--- src/rtl/div4bit_asmd.sv ---
// div4bit_asmd: sequential restoring divider (ASMD controller + shift/subtract
// datapath). Produces one quotient bit per clock and reports the result with a
// one-cycle done pulse, mirroring the shift-add multiplier's start/finish
// handshake.
//
// Ports:
//   clk          rising-edge clock
//   reset        synchronous, active-high reset
//   start        request strobe, sampled only in IDLE
//   dividend     N-bit unsigned dividend, sampled with start
//   divisor      N-bit unsigned divisor, sampled with start
//   quotient     registered N-bit quotient, valid from done onward
//   remainder    registered N-bit remainder, valid from done onward
//   busy         high from the accepting edge through the done cycle
//   done         one-cycle completion pulse
//   div_by_zero  error flag for the current result, valid with done
module div4bit_asmd #(
  parameter int unsigned N = 4
) (
  input  logic         clk,
  input  logic         reset,
  input  logic         start,
  input  logic [N-1:0] dividend,
  input  logic [N-1:0] divisor,
  output logic [N-1:0] quotient,
  output logic [N-1:0] remainder,
  output logic         busy,
  output logic         done,
  output logic         div_by_zero
);

  localparam int unsigned CW = $clog2(N + 1);

  typedef enum logic [1:0] {
    S_IDLE    = 2'd0,
    S_COMPUTE = 2'd1,
    S_DONE    = 2'd2
  } state_e;

  state_e        state_q, state_d;
  logic [N-1:0]  q_q, q_d;
  logic [N-1:0]  r_q, r_d;
  logic [N-1:0]  d_q, d_d;
  logic [CW-1:0] cnt_q, cnt_d;
  logic          skip_q, skip_d;
  logic [N-1:0]  quot_q, quot_d;
  logic [N-1:0]  rem_q, rem_d;
  logic          dz_q, dz_d;
  logic          busy_q, busy_d;
  logic          done_q, done_d;

  // One restoring step: N+1 bit partial remainder so the shift never overflows.
  logic [N:0]    shifted;
  logic [N:0]    trial;

  // State and datapath registers.
  always_ff @(posedge clk) begin
    if (reset) begin
      state_q <= S_IDLE;
      q_q     <= '0;
      r_q     <= '0;
      d_q     <= '0;
      cnt_q   <= '0;
      skip_q  <= 1'b0;
      quot_q  <= '0;
      rem_q   <= '0;
      dz_q    <= 1'b0;
      busy_q  <= 1'b0;
      done_q  <= 1'b0;
    end else begin
      state_q <= state_d;
      q_q     <= q_d;
      r_q     <= r_d;
      d_q     <= d_d;
      cnt_q   <= cnt_d;
      skip_q  <= skip_d;
      quot_q  <= quot_d;
      rem_q   <= rem_d;
      dz_q    <= dz_d;
      busy_q  <= busy_d;
      done_q  <= done_d;
    end
  end

  // Next-state, datapath and output decode.
  always_comb begin
    state_d = state_q;
    q_d     = q_q;
    r_d     = r_q;
    d_d     = d_q;
    cnt_d   = cnt_q;
    skip_d  = skip_q;
    quot_d  = quot_q;
    rem_d   = rem_q;
    dz_d    = dz_q;

    shifted = {r_q, q_q[N-1]};
    trial   = shifted - {1'b0, d_q};

    case (state_q)
      S_COMPUTE: begin
        if (skip_q) begin
          // Divide-by-zero: result already published, spend one cycle here so
          // done lands one cycle after the accepting edge.
          state_d = S_DONE;
        end else begin
          if (!trial[N]) begin
            r_d = trial[N-1:0];
            q_d = {q_q[N-2:0], 1'b1};
          end else begin
            r_d = shifted[N-1:0];
            q_d = {q_q[N-2:0], 1'b0};
          end
          cnt_d = cnt_q + CW'(1);
          if (cnt_q == CW'(N - 1)) begin
            quot_d  = q_d;
            rem_d   = r_d;
            state_d = S_DONE;
          end
        end
      end
      S_DONE: begin
        state_d = S_IDLE;
      end
      default: begin
        // IDLE, and the unused encoding 3 which behaves as IDLE.
        state_d = S_IDLE;
        if (start) begin
          state_d = S_COMPUTE;
          if (divisor != '0) begin
            q_d    = dividend;
            d_d    = divisor;
            r_d    = '0;
            cnt_d  = '0;
            dz_d   = 1'b0;
            skip_d = 1'b0;
          end else begin
            quot_d = '1;
            rem_d  = dividend;
            dz_d   = 1'b1;
            skip_d = 1'b1;
          end
        end
      end
    endcase

    busy_d = (state_d != S_IDLE);
    done_d = (state_d == S_DONE);
  end

  assign quotient    = quot_q;
  assign remainder   = rem_q;
  assign busy        = busy_q;
  assign done        = done_q;
  assign div_by_zero = dz_q;

endmodule

--- config.mk ---
export PLATFORM = sky130hd
export DESIGN_NAME = div4bit_asmd
export DESIGN_NICKNAME = d
export VERILOG_FILES = /design/src/rtl/div4bit_asmd.sv
export SDC_FILE = /design/constraint.sdc
export NUM_CORES = 1
export LEC_CHECK = 0
export ABC_AREA = 1
export CORE_ASPECT_RATIO = 1.1
export CORE_MARGIN = 5
export CORE_UTILIZATION = 45
export DETAILED_ROUTE_END_ITERATION = 6
export PLACE_DENSITY = 0.77
export SETUP_SLACK_MARGIN = 0.2
export SYNTH_ARGS = -nofsm -noshare
export SYNTH_HDL_FRONTEND = slang
export SYNTH_SLANG_ARGS = --single-unit
export TNS_END_PERCENT = 20
--- constraint.sdc ---
create_clock -name clk -period 1.9 [get_ports clk]
set_clock_uncertainty 0.05 [all_clocks]
set_input_delay 0.38 -clock clk [delete_from_list [all_inputs] [get_ports clk]]
set_output_delay 0.38 -clock clk [all_outputs]
set_load 0.05 [all_outputs]
---- Word-level counts from Yosys, hierarchy flattened ----
Cells that the tools add are included.
storage, ports and cells
  register bits ........................... 28
  output and inout port bits .............. 11
operators by class
  add/subtract/negate cells ............... 2
  equal/unequal tests ..................... 7
  multiplexer cells ....................... 29
  bitwise operators ....................... 2
  reductions and logical operators ........ 9
operator list
  kind                                                                     number
  4-bit two-way mux                                                        15
  4-bit case mux with 2 select lines                                       4
  3-bit two-way mux                                                        3
  3-bit case mux with 2 select lines                                       1
  2-bit nonzero test                                                       3
  5-bit AND reduction                                                      1
  5-bit by 4-bit subtractor with 5-bit output                              1
  2-bit equality test, second input constant                               2
  2-bit two-way mux                                                        2
  2-bit inequality test, second input constant                             2
  2-bit case mux with 2 select lines                                       1
  4-bit AND reduction                                                      1
  4-bit nonzero test                                                       1
  3-bit by 1-bit adder with 3-bit output, second input constant            1
  3-bit by 2-bit equality test with 1-bit output, second input constant    1
  1-bit two-way mux                                                        3
  3-bit AND reduction                                                      1
  2-bit by 1-bit equality test with 1-bit output, second input constant    1
  2-bit by 1-bit inequality test with 1-bit output, second input constant  1
  1-bit inverter                                                           2
  2-bit AND reduction                                                      1
  2-bit OR reduction                                                       1

---- Logic depth before layout (Yosys ltp) ----
  depth in word-level cells ............... 5
  mapped depth ............................ 12
  depth with buffers taken out ............ 12

---- Worst setup path after synthesis ----
No wires, ideal clock.
  kind .................................... reg-to-reg
  start point ............................. register q_q[3]
  end point ............................... register rem_q[0], in the netlist remainder[0]
  library setup time ...................... 109 ps
  data arrival time ....................... 1547 ps
  data required time ...................... 1741 ps
  slack ................................... 194 ps
  cell stages (with the launch flop) ...... 12
  buffers on the path ..................... 0
  clock period less this slack ............ 1706 ps
  cell sequence ........................... dfxtp_1 inv_1 ha_1 fa_1 inv_1 nand3_1 nand3_1 nand2_1 nand3_1 nand3_1 nand2_1 inv_1
between the ends
  longest elaborated chain between the ends .. 5
RTL lines
  what                                         line  RTL
  start: declaration                           41    logic [N-1:0] q_q, q_d;
  start signal: assignment                     72    q_q <= q_d;
  5-bit by 4-bit subtractor with 5-bit output  98    trial = shifted - {1'b0, d_q};
  4-bit two-way mux *                          107   if (!trial[N]) begin
  4-bit two-way mux *                          115   if (cnt_q == CW'(N - 1)) begin
  4-bit two-way mux *                          102   if (skip_q) begin
  4-bit case mux with 2 select lines *         100   case (state_q)
  end signal: assignment                       78    rem_q <= rem_d;
  end: declaration                             47    logic [N-1:0] rem_q, rem_d;
Every way passes the cells marked *; elsewhere a longest branch is shown, timed or not. The select of a mux whose other input is x is not followed.
A chain may end at the register's enable or synchronous reset.

---- Worst setup path in the final report ----
  start point ............................. register q_q[3]
  end point ............................... register q_q[0]
between the ends
  longest elaborated chain between the ends .. 4
RTL lines
  what                                         line
  5-bit by 4-bit subtractor with 5-bit output  98
  1-bit two-way mux                            107
  4-bit two-way mux                            102
  4-bit case mux with 2 select lines           100
Every way passes these cells. The select of a mux whose other input is x is not followed.

==> flow_metrics.env <==
export IMPL_outcome="completed"
export IMPL_hp_class="flip-flop to flip-flop"
export IMPL_p_leak_nw=0.9425
export IMPL_ys_seq_elements=28
export IMPL_synthCells=214
export IMPL_drive_gt1_share_pct=24.17
export IMPL_nets=261
export IMPL_clk_path_buf_depth=2
export IMPL_rows=22
export IMPL_synth_cell_type_count=25
export IMPL_p_per_area_nw_per_um2=763.4
export IMPL_crit_required_ns=2.13
export IMPL_chipHeight_um=70.86
export IMPL_syn_num_nets=234
export IMPL_core_sq_um=3303
export IMPL_root_buffer="clkbuf_4"
export IMPL_critPathLaunchType="flip-flop"
export IMPL_dr_pass1_iters=5
export IMPL_met1_length_um=1641
export IMPL_wirelength_um=3430
export IMPL_first_global_vias=1332
export IMPL_clkTransAtPathRegs_ns=0.16
export IMPL_synth_edf_count=0
export IMPL_wl_met2_um=1591
export IMPL_wl_met3_um=112
export IMPL_wl_per_cell_um=12.43
export IMPL_slew_violations=0
export IMPL_via_count=1397
export IMPL_post_synth_top_count_cell="inv_1"
export IMPL_grtUsageTotal_pct=15.79
export IMPL_max_freq_mhz=554.8
export IMPL_maxCapViolCount=0
export IMPL_cp_arrival_ns=2.03
export IMPL_fillers=310
export IMPL_drt_iter0_drc=74
export IMPL_cpPeakStageDelay_ns=0.40
export IMPL_placed_cells=270
export IMPL_cts_tree="yes"
export IMPL_dr_max_layer_used="met4"
export IMPL_overflow=0
export IMPL_yosysWarnings=0
export IMPL_finalHoldViolations=0
export IMPL_path_class="flip-flop to flip-flop"
export IMPL_h_tree_depth=1
export IMPL_synth_top_cell_area_share_pct=36.99
export IMPL_fin_crit_ns=1.803
export IMPL_final_cell_area_sq_um=1941
export IMPL_n_antenna_cell=0
export IMPL_syn_area_per_cell_sq_um=7.080
export IMPL_drc_errors=0
export IMPL_io_buffer_count=21
export IMPL_path_cells="inv_2, ha_4, fa_2, inv_2, nand2_2, nand2_2, nand3_2, nand2_4, buf_6, nand2_2, a31oi_1"
export IMPL_antenna_found_initial=0
export IMPL_fin_cells=276
export IMPL_synth_seq_area_share_pct=36.99
export IMPL_vdd_drop_max_v=0.0003180
export IMPL_grt_pass1_wl_um=5885
export IMPL_cp_end_kind="flip-flop"
export IMPL_placed_area_sq_um=1739
export IMPL_max_slew_worst_pin_slew_ns=0.4855
export IMPL_path_max_fanout=5
export IMPL_syn_to_final_growth_pct=28.08
export IMPL_syn_area_sq_um=1515
export IMPL_whs_ns=0.4265
export IMPL_numCtsBuffers=3
export IMPL_start_util_pct=45.87
export IMPL_multi_input_area_sq_um=872.1
export IMPL_die_x_um=65.33
export IMPL_clk_latency_ns=0.33
export IMPL_slew_headroom_pct=67.76
export IMPL_path_buf_inv=3
export IMPL_grt_max_degree=17
export IMPL_total_power_w=0.001482
export IMPL_fin_crit_sh_pct=94.87
export IMPL_dpl_hpwl_um=2393
export IMPL_pin_count=22
export IMPL_finalSetupViolCount=0
export IMPL_yosys_area_top_type="dfxtp_1"
export IMPL_synthTopCellsByCount="inv_1 (41), nand2_1 (39), dfxtp_1 (28), nand3_1 (25), a21oi_1 (23)"
export IMPL_cp_slowest_cell="fa_2"
export IMPL_drtAntennaViolNets=0
export IMPL_seqCellArea_sq_um=561.8
export IMPL_rsz0062_at_grt="yes"
export IMPL_cp_top_family="adder cells"
export IMPL_setup_tns_ns=0
export IMPL_cpMostUsedCell="nand2_2"
export IMPL_via_per_inst=5.062
export IMPL_cts_sink_count=28
export IMPL_synth_flop_cell="dfxtp_1"
export IMPL_die_area_sq_um=4629
export IMPL_place_congestion=0.8130
export IMPL_synth_area_leaders="dfxtp_1 (37%), inv_1 (10%), nand2_1 (9.7%)"
export IMPL_async_flop_share_pct=0
metrics by stage:
stage / setup WS, ns / utilization (%)
5_1_grt: -0.008497 / 58.75
2_1_floorplan: 0.1941 / -
4_1_cts: 0.01231 / 54.17
3_5_place_dp: 0.05616 / 52.65
6_report: 0.09740 / 58.75
3_3_place_gp: 0.02929 / 52.65
worst paths after layout:
| path | startpoint | to | slack, ns | cells after the start |
|---|---|---|---|---|
| setup reg to reg | q_q[3] | q_q[0] | 0.1 | 11 |
| hold / removal | cnt_q[2] | cnt_q[2] | 0.43 | 2 |
| hold reg to reg | cnt_q[2] | cnt_q[2] | 0.43 | 2 |
| setup / recovery | q_q[3] | q_q[0] | 0.1 | 11 |
worst reg2reg max path, delay by kind of cell, from the launching register on:
kind,cells,cell delay [ns]
AND/OR/NAND/NOR,5,0.35
AO/OA/AOI/OAI,1,0.16
buffers and inverters,3,0.23
adder cells (fa/ha/maj),2,0.56
flip-flops,1,0.39
report_power, final:
group          switching [W]  internal [W]  leakage [nW]
combinational       0.000266      0.000167         0.685
clock               0.000184      0.000214        0.0279
sequential         0.0000273      0.000623         0.229
what timing repair did:
action	in CTS	in global routing
resized for setup	2	34
setup buffers	0	2
hold buffers	0	0
pin swaps	0	6
endpoints found under the setup margin	12	16
layer usage:
metal / vias up / track usage (%)
li1: 729 / -
met1: 630 / 21.48
met2: 31 / 23.85
met3: 7 / 2.063
met4: 0 / 8.986
met5: - / 0
layout make-up:
cell class | instances | area share (%)
multi-input cells | 138 | 44.94
flip-flops and latches | 28 | 28.95
repair buffers | 27 | 12.25
inverters | 43 | 8.833
well taps | 36 | 2.321
clock inverters | 1 | 1.547
clock buffers | 3 | 1.161
flip-flops by register name, summed over array words and instances (netlist names), 2 cells and up:
signal and count:
quotient 4, d_q 4, q_q 4, state_q 2
r_q 4, remainder 4, cnt_q 3
cells in the final DEF, fill, tap and decap left out:
| cell type | count |
|---|---|
| a31oi_1 | 2 |
| nand3_2 | 17 |
| o21ai_0 | 9 |
| ha_2 | 1 |
| ha_4 | 1 |
| inv_1 | 39 |
| inv_6 | 1 |
| buf_4 | 13 |
| dlygate4sd2_1 | 2 |
| a21oi_4 | 1 |
| inv_2 | 2 |
| nand2_2 | 5 |
| xnor2_1 | 1 |
| ha_1 | 6 |
| a21oi_1 | 23 |
| clkinv_4 | 1 |
| o211ai_2 | 1 |
| nor2_1 | 20 |
| nand2_1 | 33 |
| nor3_1 | 1 |
| clkdlybuf4s50_1 | 10 |
| nand2_4 | 5 |
| dfxtp_2 | 1 |
| clkbuf_4 | 3 |
| nand3_1 | 9 |
| bufinv_16 | 1 |
| o21ai_2 | 1 |
| buf_6 | 2 |
| a21oi_2 | 1 |
| dfxtp_1 | 27 |
| fa_2 | 1 |
cell families (layout without fill, tap and decap cells):
family / count (synthesis) / after routing / synth area share, %
adders and majority gates: 9 / 9 / 7.928
and+or+nand+nor: 90 / 90 / 26.18
buffers and inverters: 48 / 74 / 13.87
DFF: 28 / 28 / 36.99
AOI/OAI and AO/OA: 38 / 38 / 14.45
xor gates and xnor gates: 1 / 1 / 0.5781
No activity file was read; power rests on OpenSTA's default activity.
